File: config.mk
export PLATFORM = sky130hd
export DESIGN_NAME = vga_timing_gen
export DESIGN_NICKNAME = d
export VERILOG_FILES = /design/src/rtl/vga_timing_gen.sv
export SDC_FILE = /design/constraint.sdc
export NUM_CORES = 1
export LEC_CHECK = 0
export BUFFER_PORTS_ARGS = -buffer_cell sky130_fd_sc_hd__buf_4
export CAP_MARGIN = 30
export CORE_MARGIN = 4
export CORE_UTILIZATION = 53
export CTS_CLUSTER_SIZE = 25
export DETAILED_ROUTE_END_ITERATION = 6
export MAX_ROUTING_LAYER = met4
export PLACE_DENSITY = 0.76
export SLEW_MARGIN = 20
export SYNTH_ARGS = -nofsm -noshare
export SYNTH_HDL_FRONTEND = slang
export SYNTH_SLANG_ARGS = --single-unit
export TNS_END_PERCENT = 50
File: constraint.sdc
create_clock -name clk -period 2.2 [get_ports clk]
set_input_delay 0 -clock clk [delete_from_list [all_inputs] [get_ports clk]]
set_output_delay 0 -clock clk [all_outputs]
set_load 0.02 [all_outputs]
File: src/rtl/vga_timing_gen.sv
// VGA raster timing generator: pixel coordinates, sync pulses and display enable.
// Define VGA_PIXEL_DIV_EN to derive the pixel tick from a divide-by-4 of clk.
module vga_timing_gen #(
    parameter int unsigned H_DISP = 640,
    parameter int unsigned H_FP   = 16,
    parameter int unsigned H_SYNC = 96,
    parameter int unsigned H_BP   = 48,
    parameter int unsigned V_DISP = 480,
    parameter int unsigned V_FP   = 10,
    parameter int unsigned V_SYNC = 2,
    parameter int unsigned V_BP   = 33
) (
    input  logic       clk,
    input  logic       rst_n,
    output logic       pix_tick,
    output logic [9:0] h_cnt,
    output logic [9:0] v_cnt,
    output logic       hsync,
    output logic       vsync,
    output logic       valid,
    output logic       line_start,
    output logic       frame_start
);

    localparam int unsigned H_TOTAL = H_DISP + H_FP + H_SYNC + H_BP;
    localparam int unsigned V_TOTAL = V_DISP + V_FP + V_SYNC + V_BP;

    localparam logic [9:0] H_MAX        = 10'(H_TOTAL - 1);
    localparam logic [9:0] V_MAX        = 10'(V_TOTAL - 1);
    localparam logic [9:0] H_VIS        = 10'(H_DISP);
    localparam logic [9:0] V_VIS        = 10'(V_DISP);
    localparam logic [9:0] H_SYNC_START = 10'(H_DISP + H_FP);
    localparam logic [9:0] H_SYNC_END   = 10'(H_DISP + H_FP + H_SYNC);
    localparam logic [9:0] V_SYNC_START = 10'(V_DISP + V_FP);
    localparam logic [9:0] V_SYNC_END   = 10'(V_DISP + V_FP + V_SYNC);

    if (H_TOTAL > 1024 || V_TOTAL > 1024) begin : gen_total_check
        $error("vga_timing_gen: H_TOTAL and V_TOTAL must not exceed 1024");
    end

`ifdef VGA_PIXEL_DIV_EN
    logic [1:0] div_q;

    always_ff @(posedge clk) begin
        if (!rst_n) begin
            div_q <= 2'd0;
        end else begin
            div_q <= div_q + 2'd1;
        end
    end

    assign pix_tick = (div_q == 2'd3);
`else
    assign pix_tick = rst_n;
`endif

    logic [9:0] h_q, h_d;
    logic [9:0] v_q, v_d;
    logic       h_wrap, v_wrap;
    logic       hsync_q, vsync_q, valid_q, line_start_q, frame_start_q;

    always_comb begin
        h_d    = h_q;
        v_d    = v_q;
        h_wrap = 1'b0;
        v_wrap = 1'b0;
        if (pix_tick) begin
            if (h_q == H_MAX) begin
                h_d    = 10'd0;
                h_wrap = 1'b1;
                if (v_q == V_MAX) begin
                    v_d    = 10'd0;
                    v_wrap = 1'b1;
                end else begin
                    v_d = v_q + 10'd1;
                end
            end else begin
                h_d = h_q + 10'd1;
            end
        end
    end

    // Decodes are taken from the next counter value so they line up with the counters.
    always_ff @(posedge clk) begin
        if (!rst_n) begin
            h_q           <= 10'd0;
            v_q           <= 10'd0;
            hsync_q       <= 1'b1;
            vsync_q       <= 1'b1;
            valid_q       <= 1'b1;
            line_start_q  <= 1'b0;
            frame_start_q <= 1'b0;
        end else begin
            h_q           <= h_d;
            v_q           <= v_d;
            hsync_q       <= !((h_d >= H_SYNC_START) && (h_d < H_SYNC_END));
            vsync_q       <= !((v_d >= V_SYNC_START) && (v_d < V_SYNC_END));
            valid_q       <= (h_d < H_VIS) && (v_d < V_VIS);
            line_start_q  <= h_wrap;
            frame_start_q <= h_wrap && v_wrap;
        end
    end

    assign h_cnt       = h_q;
    assign v_cnt       = v_q;
    assign hsync       = hsync_q;
    assign vsync       = vsync_q;
    assign valid       = valid_q;
    assign line_start  = line_start_q;
    assign frame_start = frame_start_q;

endmodule

Word level (Yosys, flattened, before mapping)

Cells that the tools add are included.

Register bits after elaboration: 25
Latch bits: 0
Memory bits (writable): 0
Memory bits (read-only): 0
Output and inout bits: 26
Logic and storage cells: 33
Memories kept: 0

Add/subtract/negate cells: 2
Multipliers: 0
Div/mod/pow operators: 0
$lt $le $gt $ge: 6
Equality and inequality tests: 2
Shift operators: 0
Mux-type cells: 10
Bitwise operators: 0
Reduce and logical (&&, ||, !) cells: 6

Operator list:

| kind                                                               | number |
|---|---|
| two-way mux 10 bit                                                 | 5 |
| adder 10 x 1 -> 10 bit, second input constant                      | 2 |
| == test 10 bit, second input constant                              | 2 |
| less-than comparator 10 bit, second input constant                 | 2 |
| less-than comparator 10 x 9 -> 1 bit, second input constant        | 2 |
| greater-or-equal comparator 10 bit, second input constant          | 1 |
| greater-or-equal comparator 10 x 9 -> 1 bit, second input constant | 1 |
| two-way mux 1 bit                                                  | 5 |
| logical AND 1 bit                                                  | 4 |
| zero test 1 bit                                                    | 2 |

Depth between registers and ports, before layout

Depth in word-level cells: 7
Mapped depth: 8
Mapped depth without buffers: 8

Least setup slack after synthesis

Ideal clock, no wire load.

Kind: reg2reg
From: register h_q[0] (netlist: h_cnt[0])
To: register vsync_q (netlist: vsync)
Setup time: 0.129 ns
Arrival time: 1.999 ns
Setup slack: 0.072 ns
Cell stages (with the launch flop): 8
Clock period less this slack: 2.128 ns
Path through: dfxtp_1 -> ha_1 -> nand4_1 -> nor3_1 -> a31oi_1 -> or3b_1 -> a211oi_1 -> nand4_1

Cells in the longest elaborated chain, start to end: 6
Elaborated cells between the ends (all ways): 7
Classes of those cells: order compare: 2; eq/ne: 1; mux: 2; reduce/logical: 2

RTL lines:

| element                                                                                                    | line | source |
|---|---|---|
| start: declaration                                                                                         | 57   | `logic [9:0] h_q, h_d;` |
| start signal: assignment                                                                                   | 86   | `h_q <= 10'd0;` |
| start signal: assignment                                                                                   | 94   | `h_q <= h_d;` |
| == test 10 bit (*)                                                                                         | 68   | `if (h_q == H_MAX) begin` |
| two-way mux 10 bit (*)                                                                                     | 68   |  |
| two-way mux 10 bit (*)                                                                                     | 67   | `if (pix_tick) begin` |
| greater-or-equal comparator 10 x 9 -> 1 bit / less-than comparator 10 x 9 -> 1 bit (equally long branches) | 97   | `vsync_q <= !((v_d >= V_SYNC_START) && (v_d < V_SYNC_END));` |
| logical AND 1 bit (*)                                                                                      | 97   |  |
| zero test 1 bit (*)                                                                                        | 97   |  |
| end signal: assignment                                                                                     | 97   |  |
| end: declaration                                                                                           | 60   | `logic hsync_q, vsync_q, valid_q, line_start_q, frame_start_q;` |

Mark *: on every way between the ends. The rest lies on a longest branch, timed or not.
A chain may end at the register's enable or synchronous reset.

Worst setup path after layout

From: register h_q[4] (netlist: h_cnt[4])
To: register valid_q (netlist: valid)

Cells in the longest elaborated chain, start to end: 5
Elaborated cells between the ends (all ways): 9
Classes of those cells: add/sub: 1; order compare: 2; eq/ne: 1; mux: 4; reduce/logical: 1

RTL lines:

| element                                                                                    | line   | source |
|---|---|---|
| adder 10 x 1 -> 10 bit / == test 10 bit (equally long branches)                            | 78, 68 |  |
| two-way mux 10 bit                                                                         | 68     |  |
| two-way mux 10 bit                                                                         | 67     |  |
| less-than comparator 10 bit / less-than comparator 10 x 9 -> 1 bit (equally long branches) | 98     | `valid_q <= (h_d < H_VIS) && (v_d < V_VIS);` |
| logical AND 1 bit (*)                                                                      | 98     |  |
| end signal: assignment                                                                     | 98     |  |
| end: declaration                                                                           | 60     |  |

Marks and branches as above.

==> metrics.yaml <==
status: "finished clean"
synth_cell_types: 41
worstSetupPathType: "reg2reg"
startpoint: "h_cnt[4]"
synth-edff-count: 0
finish.utilization: 0.713
syn_inst: 154
n_antenna_cell: 0
postLayoutCellArea_mm2: 0.00161
cp-start-kind: "flop"
p_seq_frac: 0.635
ioPinCount: 28
clock_latency_ns: 0.31
p_switching_mw: 0.175
period_minus_slack_ns: 2.06
worstHoldPathType: "in2reg"
critical_path.max_fanout: 6
combPwrFrac: 0.087
postRouteAntennaNets: 0
ys_ff_latch: 25
fin_crit_sh: 0.935
cp_cell_sequence: "nand2_4 > or4_1 > and3_4 > nor3_2 > a31oi_1 > a311oi_1"
hold_viol: 0
synth_area_per_cell_um2: 8.33
cpLargestDelayFamily: "simple AND/OR/NAND/NOR gates"
fmax_mhz: 486
synth-async-reset-ratio: 0
slew_headroom: 0.756
ys.flop_type: "dfxtp_1"
p_leak_nw: 0.630
initial_core_util: 0.569
multi_input_area_um2: 739
grt_antenna_before_repair: 0
use_met2: 0.369
syn_to_final_growth_pct: 25.4
io_buffers: 27
fill_cells: 196
r2r_slack_ns: 0.14
cp-endpoint: "valid"
clkSlewWorstSetupHoldPaths_ns: 0.13
cp_num_buf_inv: 0
cts_setup_buffers: 0
powerDensity_mw_per_mm2: 455
drt_iter0_markers: 64
synth_area_leaders: "dfxtp_1, nor2_1, xnor2_1"
peakVddDrop_uv: 407
cp.arrival_ns: 2.28
globalRoute.busiestLayer: "met2"
root_buffer: "clkbuf_4"
cp.required_ns: 2.42
clock_sinks: 25
nNetsFinal: 195
cp_slowest_cell: "or4_1"
maxCapViolCount: 0
cp.depth: 6
rr_endpoint: "valid"
slew_violations: 0
placed_area_mm2: 0.00157
cts_buffers: 3
cts_tree: "built"
cp-end-kind: "flop"
rr_startpoint: "h_cnt[4]"
rr_worst_depth: 6
synth_area_mm2: 0.00128
finalWeightedCongestion: 0.882
synth_top_area_share: 0.390
p_int_mw: 0.557
viasPerCell: 5.67
die-area_mm2: 0.00327
p_sw_frac: 0.240
grt_pass1_vias: 1198
synth_seq_area_share: 0.390
fin_total_pwr_mw: 0.732
core_area_mm2: 0.00225
grt_max_degree: 14
drc: 0
hold_path_depth: 3
setup_viol: 0
worstMarginPinSlew_ns: 0.362
skew_ns: 0.00308
wire_per_inst_um: 14.3
gr-usage-met3: 0.0385
syn-num-nets: 159
clock_path_buffers: 2
met1_usage: 0.250
slowest_delay_ns: 0.63
grt_pass1_wl_um: 5270
ys.warnings.count: 0
regArea_um2: 503
grt_use_total: 0.208
dr.pass1.iters: 4
dp_hpwl_um: 2370
grt_overflow: 0
rsz0062_at_grt: "true"
layout-drive-gt1-share: 0.265
num_rows: 17
h-tree-depth: 1
synth_top_area_cell: "dfxtp_1"
die_w_um: 57.2
final.setup.tns_ns: 0
die_y_um: 57.2
clkPwrFrac: 0.279
routed_wl_um: 3100
vias: 1230
==> cells in the final DEF, fill, tap and decap left out, drive strengths merged, types with 3 or more instances in the layout <==
cell / netlist / routed
nand2: 16 / 16
nor4: 5 / 5
and3: 7 / 7
clkbuf: 3 / 4
xnor2: 8 / 8
ha: 3 / 3
a21oi: 7 / 7
nor3: 6 / 6
nand4: 4 / 4
nor2: 20 / 20
o21ai: 3 / 3
buf: 3 / 37
nand3: 5 / 5
inv: 7 / 7
dfxtp: 25 / 25
xor2: 4 / 4
==> cell families after synthesis <==
| logic type | share of synthesized area |
|---|---|
| AOI/OAI and AO/OA | 0.101 |
| adders and majority gates | 0.0293 |
| DFF | 0.390 |
| muxes | 0.0156 |
| buffers and inverters | 0.0429 |
| and+or+nand+nor | 0.339 |
| xor gates and xnor gates | 0.0820 |
==> cells in the mapped netlist, types with 2 or more instances <==
master / count
nand4_1: 4
nor2_1: 20
inv_1: 7
nor4_1: 5
a21oi_1: 7
buf_2: 2
nand3_1: 5
dfxtp_1: 25
a311oi_1: 2
nor3_2: 2
nor3b_1: 2
a211oi_1: 2
o21ai_0: 2
nand2_1: 15
or4_1: 2
nor2b_1: 2
a31oi_1: 2
and3_1: 4
clkbuf_1: 3
and3_2: 2
nor3_1: 4
xnor2_1: 8
nand3b_1: 2
ha_1: 3
xor2_1: 4
mux2i_1: 2
or3_1: 2
==> power by group through the flow <==
stage	combinational, mW	clock, mW	sequential, mW
4_1_cts	0.0638	0.208	0.464
3_3_place_gp	0.0632	0	0.474
3_5_place_dp	0.0632	0	0.474
5_1_grt	0.0693	0.229	0.466
2_1_floorplan	0.0264	0	0.483
6_report	0.0635	0.204	0.465
==> registers in the layout, indices dropped and copies added (netlist names) <==
| signal | count |
|---|---|
| frame_start | 1 |
| h_cnt | 10 |
| hsync | 1 |
| line_start | 1 |
| v_cnt | 10 |
| valid | 1 |
| vsync | 1 |
==> worst min-delay path by stage <==
stage               startpoint       end
CTS                      rst_n  h_cnt[4]
detailed placement       rst_n  pix_tick
floorplan                rst_n  pix_tick
finish                   rst_n  h_cnt[4]
global route             rst_n  v_cnt[7]
global placement         rst_n  pix_tick
==> worst min-delay path: cells and delay by family <==
kind / cells / cell delay, ns
buf+inv: 2 / 0.24
simple gates: 1 / 0.08
==> metrics by stage <==
stage	cells	setup WS [ns]	hold WS (ns)
2_1_floorplan	154	0.0719	0.113
3_3_place_gp	213	0.172	0.319
3_5_place_dp	213	0.106	0.317
4_1_cts	217	0.103	0.0369
5_1_grt	217	-0.0186	0.0520
6_report	217	0.143	0.0482
==> area by class of cell <==
type,instances,area share
clock buffers,4,0.0163
inverters,7,0.0163
multi-input cells,116,0.460
flip-flops and latches,25,0.313
well taps,28,0.0218
repair buffers,37,0.173
==> timing repair <==
action,4_1_cts,5_1_grt
gates resized for setup,0,4
setup endpoints to repair,0,2
hold buffers,0,0
==> per-layer routing <==
layer	vias to the layer above	share of wire
met5	-	0
met4	0	0.0045
met3	2	0.064
met2	42	0.49
met1	571	0.44
li1	615	-
Power figures use the tool's default switching activity.
